<file path="src/rtl/arb2_fsm.sv">
// ---------------------------------------------------------------------------
// arb2_fsm -- two-requester arbiter, registered Moore FSM.
//
// req0 has fixed priority out of IDLE; an owner keeps the grant while it
// keeps requesting (no pre-emption). Every hand-over passes through one
// IDLE cycle. With MAX_HOLD != 0 an owner is forced off after MAX_HOLD
// consecutive grant cycles; the forced release pulses `timeout` during the
// following IDLE cycle and gives the next IDLE decision to the other side.
//
// Parameters:
//   MAX_HOLD  max consecutive grant cycles per owner, 0 disables timeout
//   HOLD_W    width of the internal hold counter (MAX_HOLD < 2**HOLD_W)
//   CNT_W     width of the saturating grant counters
//
// Ports:
//   clk       rising-edge clock
//   rst_n     asynchronous active-low reset
//   req0      request from requester 0 (higher priority)
//   req1      request from requester 1
//   gnt0      grant to requester 0 (flop output)
//   gnt1      grant to requester 1 (flop output)
//   timeout   one-cycle registered pulse marking a forced release
//   gnt0_cnt  saturating count of IDLE->GNT0 transitions
//   gnt1_cnt  saturating count of IDLE->GNT1 transitions
// ---------------------------------------------------------------------------
module arb2_fsm #(
  parameter int MAX_HOLD = 0,
  parameter int HOLD_W   = 8,
  parameter int CNT_W    = 16
) (
  input  logic             clk,
  input  logic             rst_n,
  input  logic             req0,
  input  logic             req1,
  output logic             gnt0,
  output logic             gnt1,
  output logic             timeout,
  output logic [CNT_W-1:0] gnt0_cnt,
  output logic [CNT_W-1:0] gnt1_cnt
);

  // Encoding chosen so each grant is a state bit, i.e. straight from a flop.
  typedef enum logic [1:0] {
    IDLE = 2'b00,
    GNT0 = 2'b01,
    GNT1 = 2'b10
  } state_t;

  localparam bit              TO_EN     = (MAX_HOLD != 0);
  localparam logic [HOLD_W-1:0] HOLD_LAST =
    (MAX_HOLD == 0) ? '0 : HOLD_W'(MAX_HOLD - 1);

  state_t            state, state_nxt;
  logic [HOLD_W-1:0] hold, hold_nxt;
  logic              pri1, pri1_nxt;
  logic              timeout_nxt;
  logic [CNT_W-1:0]  cnt0_nxt, cnt1_nxt;
  logic              hold_hit;

  function automatic logic [CNT_W-1:0] sat_inc(input logic [CNT_W-1:0] v);
    return (&v) ? v : v + CNT_W'(1);
  endfunction

  // Owner has used up its allowance on this cycle.
  assign hold_hit = TO_EN && (hold == HOLD_LAST);

  always_comb begin
    state_nxt   = state;
    hold_nxt    = hold;
    pri1_nxt    = pri1;
    timeout_nxt = 1'b0;
    cnt0_nxt    = gnt0_cnt;
    cnt1_nxt    = gnt1_cnt;
    case (state)
      IDLE: begin
        pri1_nxt = 1'b0;
        hold_nxt = '0;
        // req0 wins unless pri1 hands the tie to req1.
        if (req0 && (!pri1 || !req1)) begin
          state_nxt = GNT0;
          cnt0_nxt  = sat_inc(gnt0_cnt);
        end else if (req1) begin
          state_nxt = GNT1;
          cnt1_nxt  = sat_inc(gnt1_cnt);
        end
      end
      GNT0: begin
        if (req0 && !hold_hit) begin
          hold_nxt = hold + HOLD_W'(1);
        end else begin
          state_nxt = IDLE;
          hold_nxt  = '0;
          if (req0) begin
            timeout_nxt = 1'b1;
            pri1_nxt    = 1'b1;
          end
        end
      end
      GNT1: begin
        if (req1 && !hold_hit) begin
          hold_nxt = hold + HOLD_W'(1);
        end else begin
          state_nxt = IDLE;
          hold_nxt  = '0;
          if (req1) begin
            timeout_nxt = 1'b1;
            pri1_nxt    = 1'b0;
          end
        end
      end
      default: begin
        state_nxt = IDLE;
        hold_nxt  = '0;
      end
    endcase
  end

  always_ff @(posedge clk or negedge rst_n) begin
    if (!rst_n) begin
      state    <= IDLE;
      hold     <= '0;
      pri1     <= 1'b0;
      timeout  <= 1'b0;
      gnt0_cnt <= '0;
      gnt1_cnt <= '0;
    end else begin
      state    <= state_nxt;
      hold     <= hold_nxt;
      pri1     <= pri1_nxt;
      timeout  <= timeout_nxt;
      gnt0_cnt <= cnt0_nxt;
      gnt1_cnt <= cnt1_nxt;
    end
  end

  assign gnt0 = state[0];
  assign gnt1 = state[1];

endmodule

</file>
<file path="config.mk">
export PLATFORM = sky130hd
export DESIGN_NAME = arb2_fsm
export DESIGN_NICKNAME = d
export VERILOG_FILES = /design/src/rtl/arb2_fsm.sv
export SDC_FILE = /design/constraint.sdc
export NUM_CORES = 1
export LEC_CHECK = 0
export BUFFER_PORTS_ARGS = -buffer_cell sky130_fd_sc_hd__buf_2
export CAP_MARGIN = 20
export CORE_MARGIN = 2
export CORE_UTILIZATION = 40
export DETAILED_ROUTE_END_ITERATION = 8
export GPL_TIMING_DRIVEN = 0
export SKIP_CTS_REPAIR_TIMING = 1
export SLEW_MARGIN = 30
export SYNTH_ARGS = -nofsm -noshare
export SYNTH_HDL_FRONTEND = slang
export SYNTH_SLANG_ARGS = --single-unit
</file>
<file path="constraint.sdc">
create_clock -name clk -period 3.1 [get_ports clk]
set_input_delay 0.31 -clock clk [delete_from_list [all_inputs] [get_ports clk]]
set_output_delay 0.31 -clock clk [all_outputs]
set_load 0.03 [all_outputs]
</file>
# ---- Yosys cells after proc, flatten, opt, wreduce, memory -nomap -nowiden
# Cells that the tools add are included.
# W data, S select, Z words.
dict set report classes {
  add_sub_neg 2
  eq_ne 5
  mux 5
  bitwise 3
  n_reduce_logical 6
}
# operator count
set op_table {}
lappend op_table {{$add A16 B1 Y16 const B} 2}
lappend op_table {{$reduce_and A16 Y1} 2}
lappend op_table {{$mux W2} 4}
lappend op_table {{$pmux W2 S3} 1}
lappend op_table {{$reduce_and A3 Y1} 2}
lappend op_table {{$ne A2 B2 Y1 const B} 2}
lappend op_table {{$reduce_and A4 Y1} 1}
lappend op_table {{$ne A3 B3 Y1 const B} 1}
lappend op_table {{$not A1 Y1} 3}
lappend op_table {{$eq A2 B1 Y1 const B} 1}
lappend op_table {{$eq A2 B2 Y1 const B} 1}
lappend op_table {{$logic_not A2 Y1} 1}
dict set report word_totals {
  reg_bits 34
  out_inout_bits 35
}

# ---- Longest topological paths before layout
# Gate-level depths: netlist of run 1.
dict set report logic_depth {
  depth_word 3
  mapped_depth 6
  depth_no_buf 5
}

# ---- Worst setup path before layout of run 1
# Ideal clock, no wire load.
dict set report synth_path {
  kind {register to register}
  from {reg gnt1_cnt[0]}
  to {reg gnt1_cnt[1]}
  setup_ns 0.125
  arrival_time_ns 1.928
  slack_ns 1.047
  stages_incl_launch_ff 6
  path_buffers 0
  period_less_slack_ns 2.053
  path_cell_list {dfrtp_1 ha_1 nand4_1 nor4_4 nor2_1 mux2_2}
}
dict set report synth_via {
  elab_chain_len 3
  word_cells_on_any_way 4
  cone_classes {1 x add/sub; 1 x bitwise; 2 x reduce/logical}
}
# item line
set synth_lines {}
lappend synth_lines {{start: declaration} 39} ;# output logic [CNT_W-1:0] gnt1_cnt
lappend synth_lines {{start signal: assignment} 132} ;# gnt1_cnt <= cnt1_nxt;
lappend synth_lines {{parallel branches: the longest is 3 deep, another holds $add A16 B1 Y16} n/a}
# Parallel ways; which one is timed is not known.
# A chain may end at the register's enable or synchronous reset.

# ---- Worst setup path in the final report of run 1
# Same ends and word-level chain as after synthesis.

==> key figures, run 1 <==
Status
  – Status: completed

Finish
  – Commonest non-fill, non-tap cells in the layout: buf_2, dfrtp_1, xor2_1
  – Final nets: 194
  – Post-route insts no fill: approximately 240
  – Multi-input gate area: roughly 770 um2
  – Fill cell count: ~370
  – Synthesis-to-finish area growth: 20.6%
  – Antenna diodes: 0
  – Commonest non-fill, non-tap cell in the layout: buf_2
  – Seq. cell area: between 800 and 900 um2
  – Share of post-route cells with drive strength above 1: 0.286
  – Final core utilization: 0.500

Worst setup path
  – Cells along the critical path: ha_1 > nand4_1 > nor4_4 > nor2_1 > mux2_2
  – CP Class: flop to flop
  – Crit path largest cell delay: about 0.60 ns
  – Depth of the most critical reg-to-reg path: 5
  – Crit-path slowest cell: nor4_4
  – R2R Path Start: gnt1_cnt[0]$_DFFE_PN0P_
  – Critical Path Stages: 5
  – Worst Setup SP: gnt1_cnt[0]$_DFFE_PN0P_
  – Worst-path fanout max: 8
  – Top Family by Delay on Critical Path: simple AND/OR/NAND/NOR gates
  – Worst setup EP type: flop
  – CP Launch Type: flop
  – Sum of buffers and inverters on the critical path: 0
  – R2R Setup Slk: approximately 0.99 ns
  – WP data arrival: approximately 2.3 ns
  – Critical Path RT: 3.26 ns

Pwr
  – Peak supply drop: between 500 and 600 uV
  – Power per cell area: 746 nW/um2
  – Leakage power: between 0.9 and 1 nW
  – Total Power: roughly 0.0015 W

Synth
  – #FFs+latches synth: 34
  – Syn nets: 150
  – Seq/Total Area, Yosys: 0.516
  – Cell Area, Synth: ~1600 um2
  – Largest family of logic cells by synthesized area: simple AND/OR/NAND/NOR gates
  – Ys Warns: 0
  – Gate Count Post-Synth: ~140
  – Xor/xnor share of the synthesized area: 0.159
  – Post-synthesis mux area share: 0.0137
  – Synth unique cells: 31
  – Compound-Gate Fraction of Synth Area: 0.0220
  – Syn_area_per_cell: 11.4 um2
  – Post-Synth Simple-Gate Area: 0.253
  – Synth Area in Adders: 0.0152

Clocking
  – CTS tree: yes
  – Total CTS buffers: 5
  – Clock Sink Count: 34
  – Bufs on Longest Clock Path: 2
  – Clock transition at path regs: roughly 0.07 ns
  – Root Buffer: clkbuf_8
  – Worst-Skew Late Latency: 0.28 ns
  – H-Tree Depth: 2

Floorplanning
  – Core area: 3970 um2
  – Starting Density: 0.415
  – Die ar.: 4650 um2
  – I/O pin count: 39
  – Die Y: slightly below 70 um
  – Rows: 23
  – Die width: slightly below 70 um

Detailed routing
  – Iteration-0 DRC count of the detailed router: 53
  – Drt drc: 0
  – WL per Instance: 14.4 um
  – Drt pass-1 iters: 4
  – Remaining antenna violation count: 0
  – Via density: between 5 and 6
  – Routed wire length: 3.45 mm
  – Via Count: between 1k and 1.5k

Timing
  – Hold Fails Final Rpt: 0
  – Setup violators final: 0
  – Max transition margin: 0.500
  – Final hold slack: between 0.09 and 0.1 ns
  – Fmax: between 400 and 500 MHz
  – Min Tclk post-route: around 2.1 ns
  – Fin crit share: 0.681
  – Fin Setup TNS: 0 ns
  – Clk_skew: roughly 0.0053 ns
  – Unrepaired setup endpoints after global routing: false
  – Max Transition Viols Final: 0
  – Actual slew at the worst max-slew pin: around 0.75 ns

Min path
  – Worst hold path class: input port to async pin

Placed design
  – HPWL Detailed: ~2.5 mm
  – # placed instances: 231
  – IO buf count: 37
  – Gpl congestion: just under 0.8

Global routing
  – Gr ovfl total: 0
  – Vias in the first global route: approximately 1.2k
  – Initial antenna violation count: 0
  – Largest net degree at the start of global routing: 35
  – First-pass GRT wire length: roughly 5.7 mm
  – Total track usage: 0.167

Run
  – Max-cap viol count: 0
## worst reg2reg max path: stages, from the launching register on
cell     delay (ns)
dfrtp_1        0.40
ha_1           0.21
nand4_1        0.36
nor4_4         0.60
nor2_1         0.14
mux2_2         0.30
## flip-flops by register name (all words and copies together) (netlist names)
signal and count:
gnt0_cnt 16, gnt1_cnt 16, state 2
## area by class of cell
| cell class | instances | share of cell area |
|---|---|---|
| sequential | 34 | 0.428 |
| multi-input combinational | 105 | 0.386 |
| clock inverter | 1 | 0.00252 |
| buffer | 5 | 0.0151 |
| timing repair buffer | 37 | 0.0932 |
| clock buffer | 7 | 0.0435 |
| tap | 50 | 0.0315 |
## power by group
group | total [W] | switching (W) | internal (W)
Combinational | 0.000472 | 0.000320 | 0.000152
Sequential | 0.000676 | 0.000137 | 0.000540
Clock | 0.000333 | 0.000154 | 0.000179
Total | 0.00148 | 0.000611 | 0.000871
## metal layers
metal	vias up	global-route usage	wire length [um]
met2	29	0.267	1690
met3	6	0.0411	181
met1	633	0.211	1530
met4	0	0.0825	43
met5	-	0	0
li1	614	-	-
## metrics by stage
step                      setup slack [ns]  instance area, um2
after floorplan                       1.05                1650
after global routing                 0.862                1990
after CTS                            0.976                1990
after detailed placement              1.01                1900
after global placement                1.02                1900
final                                0.988                1990
## synthesized netlist by cell type, drive strengths merged
| cell type | n | area [um2] |
|---|---|---|
| buf | 2 | 18.8 |
| dfrtp | 34 | 851 |
| or4b | 2 | 20.0 |
| nor2b | 1 | 6.26 |
| xnor2 | 7 | 61.3 |
| and3 | 3 | 18.8 |
| ha | 2 | 25.0 |
| clkbuf | 3 | 11.3 |
| nand4 | 8 | 50.1 |
| nor2 | 5 | 21.3 |
| nand2 | 5 | 18.8 |
| nand3 | 12 | 60.1 |
| nor3b | 3 | 22.5 |
| o211ai | 3 | 22.5 |
| mux2 | 2 | 22.5 |
| o2111ai | 1 | 8.76 |
| nor4b | 3 | 32.5 |
| conb | 1 | 3.75 |
| or2 | 1 | 6.26 |
| xor2 | 23 | 201 |
| and4 | 3 | 26.3 |
| o21ai | 1 | 5.00 |
| or3b | 1 | 8.76 |
| nor3 | 11 | 55.1 |
| or4 | 1 | 11.3 |
| nor4 | 6 | 58.8 |
## final timing paths
kind	end
worst max-delay path	gnt1_cnt[1]$_DFFE_PN0P_
worst min-delay path	gnt0_cnt[13]$_DFFE_PN0P_
worst max register to register	gnt1_cnt[1]$_DFFE_PN0P_
worst min register to register	state[1]$_DFFE_PN0P_
max in group asynchronous	gnt1_cnt[1]$_DFFE_PN0P_
min in group clk	state[1]$_DFFE_PN0P_
## cells by family after synthesis
group | Yosys count
and+or+nand+nor | 65
DFF | 34
xor gates and xnor gates | 30
AOI/OAI and AO/OA | 5
buffers and inverters | 5
adders and majority gates | 2
muxes | 2
other | 1
(Power assumes the default switching activity.)
==> run 2: changes to the inputs <==
- ABC_AREA: default -> 1
- clock period: 3.1 -> 1.7 ns (I/O delays scaled with it)
==> run 2 against run 1 <==
  * The run now ends with negative hold slack left
  * Via count up 50%
  * Synthesized area up 27%
  * Clock power up 92%
  * Synthesized cell count up 100%
  * Cell count up 74%
  * First-iteration DRC count up 79%
  * Critical path type unchanged
  * Critical endpoint is now gnt1_cnt[7]$_DFFE_PN0P_
==> key figures, run 2 <==
Worst setup path
  – Critical Path RT: 1.88 ns (was 3.26 ns)
  – WP data arrival: 1.76 ns (was 2.28 ns)
  – CP Launch Type: flop (unchanged)
  – Worst setup EP type: flop (unchanged)
  – Depth of the most critical reg-to-reg path: 9 (was 5)
  – CP Class: flop to flop (unchanged)
  – R2R Setup Slk: 0.12 ns (was 0.99 ns)
  – Worst-path fanout max: 10 (was 8)

Min path
  – Worst hold path class: input port to async pin (unchanged)

Finish
  – Commonest non-fill, non-tap cell in the layout: nand2_1 (was buf_2)
  – Commonest non-fill, non-tap cells in the layout: nand2_1, buf_2, dfrtp_1 (was buf_2, dfrtp_1, xor2_1)
  – Final core utilization: 0.500 (about the same)
  – Largest regs: gnt0_cnt (16), gnt1_cnt (16), state (2) (unchanged)
  – Fill cell count: 534 (was 372)
  – Share of post-route cells with drive strength above 1: 0.234 (was 0.286)
  – Final nets: 351 (was 194)
  – Synthesis-to-finish area growth: 21.4% (was 20.6%)
  – Antenna diodes: 0 (unchanged)

Synth
  – Cell taking the most area after synthesis: dfrtp_1 (unchanged)
  – Xor/xnor share of the synthesized area: 0.0545 (was 0.159)
  – Share of Yosys cell area claimed by the top area cell type: 0.407 (was 0.516)
  – Cell Area, Synth: 2090 um2 (was 1650 um2)
  – Largest family of logic cells by synthesized area: simple AND/OR/NAND/NOR gates (unchanged)
  – Synth Area in Adders: 0.0120 (was 0.0152)
  – Seq/Total Area, Yosys: 0.407 (was 0.516)
  – Syn nets: 300 (was 150)
  – Post-synth EDFFs: 0 (unchanged)
  – Syn_area_per_cell: 7.11 um2 (was 11.4 um2)
  – Ys Warns: 0 (unchanged)
  – Top cells by count, synth: nand2_1, dfrtp_1, nor2_1, inv_1, nand3_1 (was dfrtp_1, xor2_1, nand3_1, nor3_1, nand4_1)
  – #FFs+latches synth: 34 (unchanged)
  – Post-synthesis mux area share: 0 (was 0.0137)
  – Cell with the most instances after synthesis: nand2_1 (was dfrtp_1)
  – Gate Count Post-Synth: 294 (was 144)
  – Ys async rst share: 1.00 (unchanged)
  – Post-Synth Simple-Gate Area: 0.428 (was 0.253)
  – Synth unique cells: 22 (was 31)
  – Compound-Gate Fraction of Synth Area: 0.0269 (was 0.0220)
  – Area contributors post-synth: dfrtp_1, nand2_1, xnor2_1 (was dfrtp_1, xor2_1, xnor2_1)
  – Top FF cell, synth: dfrtp_1 (unchanged)

Timing
  – Clk_skew: 0.00929 ns (was 0.00526 ns)
  – Max Transition Viols Final: 0 (unchanged)
  – Min Tclk post-route: 1.58 ns (was 2.11 ns)
  – Actual slew at the worst max-slew pin: 0.779 ns (was 0.750 ns)
  – Final hold slack: -0.0465 ns (was 0.0926 ns)
  – Fin crit share: 0.931 (was 0.681)
  – Max transition margin: 0.481 (was 0.500)
  – Fmax: 632 MHz (was 474 MHz)
  – Hold Fails Final Rpt: 34 (was 0)
  – Setup violators final: 0 (unchanged)

Global routing
  – Initial antenna violation count: 0 (unchanged)
  – Gr ovfl total: 0 (unchanged)
  – Total track usage: 0.176 (was 0.167)
  – First-pass GRT wire length: 8.39 mm (was 5.70 mm)
  – Largest net degree at the start of global routing: 35 (unchanged)
  – Vias in the first global route: 1,838 (was 1,221)

Clocking
  – Bufs on Longest Clock Path: 2 (unchanged)
  – Clock transition at path regs: 0.08 ns (was 0.07 ns)
  – Clock Sink Count: 34 (unchanged)
  – H-Tree Depth: 2 (unchanged)
  – Worst-Skew Late Latency: 0.29 ns (was 0.28 ns)
  – CTS tree: yes (unchanged)
  – Total CTS buffers: 5 (unchanged)
  – Root Buffer: clkbuf_8 (unchanged)

Detailed routing
  – Remaining antenna violation count: 0 (unchanged)
  – Via density: 4.61 (was 5.36)
  – WL per Instance: 11.3 um (was 14.4 um)
  – Drt drc: 0 (unchanged)
  – Routed wire length: 4.72 mm (was 3.45 mm)
  – Via Count: 1,917 (was 1,282)
  – Drt pass-1 iters: 4 (unchanged)
  – Iteration-0 DRC count of the detailed router: 95 (was 53)

Floorplanning
  – Die width: 76.3 um (was 68.2 um)
  – Die Y: 76.3 um (was 68.2 um)
  – Starting Density: 0.412 (was 0.415)
  – I/O pin count: 39 (unchanged)
  – Rows: 26 (was 23)
  – Die ar.: 5820 um2 (was 4650 um2)
  – Core area: 5070 um2 (was 3970 um2)

Placed design
  – Gpl congestion: 0.858 (was 0.781)
  – IO buf count: 37 (unchanged)
  – HPWL Detailed: 3.41 mm (was 2.46 mm)

Pwr
  – Power per cell area: 891 nW/um2 (was 746 nW/um2)
  – Leakage power: 1.26 nW (was 0.956 nW)
  – Peak supply drop: 620 uV (was 529 uV)

Status
  – Status: finished, violations left (was completed)
  – Failing checks: negative hold slack

Run
  – Max-cap viol count: 0 (unchanged)
==> run 2: cell count changes in the layout (fill, tap and decap cells not counted), moves of 6 or more <==
| cell | before | now |
|---|---|---|
| xnor2_1 | 7 | 13 |
| xor2_1 | 23 | 0 |
| nor2_1 | 4 | 29 |
| inv_1 | 0 | 20 |
| nor3_1 | 11 | 0 |
| buf_4 | 1 | 8 |
| o21ai_0 | 1 | 7 |
| nand2_1 | 5 | 135 |
==> run 2: worst paths after layout <==
kind / start / to
min in group clk: req1 / state[1]$_DFFE_PN0P_
setup / recovery: gnt1_cnt[0]$_DFFE_PN0P_ / gnt1_cnt[7]$_DFFE_PN0P_
setup reg to reg: gnt1_cnt[0]$_DFFE_PN0P_ / gnt1_cnt[7]$_DFFE_PN0P_
max in group asynchronous: rst_n / gnt0_cnt[1]$_DFFE_PN0P_
hold reg to reg: state[1]$_DFFE_PN0P_ / state[0]$_DFFE_PN0P_
hold / removal: rst_n / gnt1_cnt[2]$_DFFE_PN0P_
==> run 2: metal layers <==
layer  global-route usage  share of wire  vias to the layer above
li1                     -              -                     1021
met1                0.220           0.46                      850
met2                0.307           0.49                       41
met3               0.0355          0.044                        5
met4               0.0545          0.014                        0
met5                    0              0                        -
==> run 2: cells by family after synthesis <==
group,after synthesis
adder cells (fa/ha/maj),2
AND/OR/NAND/NOR,205
XOR/XNOR,13
buffers and inverters,30
flip-flops,34
other,1
AO/OA/AOI/OAI,9
==> run 2: layout make-up <==
cell class | instances | area [um2] | area share
tap | 70 | 87.6 | 0.0345
clock buffer | 6 | 82.6 | 0.0325
inverter | 25 | 93.8 | 0.0370
clock inverter | 2 | 12.5 | 0.00493
multi-input combinational | 230 | 1120 | 0.440
buffer | 5 | 52.6 | 0.0207
timing repair buffer | 44 | 238 | 0.0936
sequential | 34 | 856 | 0.337
==> run 2: worst max-delay path, cell delays in order (launching register included) <==
cell and delay, ns:
dfrtp_2 0.42, ha_4 0.17, nand3_4 0.11, nor3_4 0.26, nand2_2 0.11, nand2_4 0.11, inv_2 0.05, buf_6 0.13
nand2_1 0.05, nand2_1 0.05
==> run 2: power breakdown <==
group	total (W)	leakage (nW)	internal (W)	switching, W
logic	0.000581	0.755	0.000218	0.000364
registers	0.00104	0.458	0.000901	0.000141
clock network	0.000639	0.0472	0.000326	0.000313
==> run 2: metrics by stage <==
step                setup WS (ns)  TNS [ns]  cells  instance area, um2  total power (W)
floorplan                  0.0707         0    294                2100          0.00142
CTS                       -0.0261    -0.217    409                2460          0.00224
global placement         -0.00945   -0.0471    401                2370          0.00158
detailed placement        -0.0125   -0.0471    401                2370          0.00159
finish                      0.118         0    416                2540          0.00226
global route             -0.00209  -0.00209    416                2540          0.00240
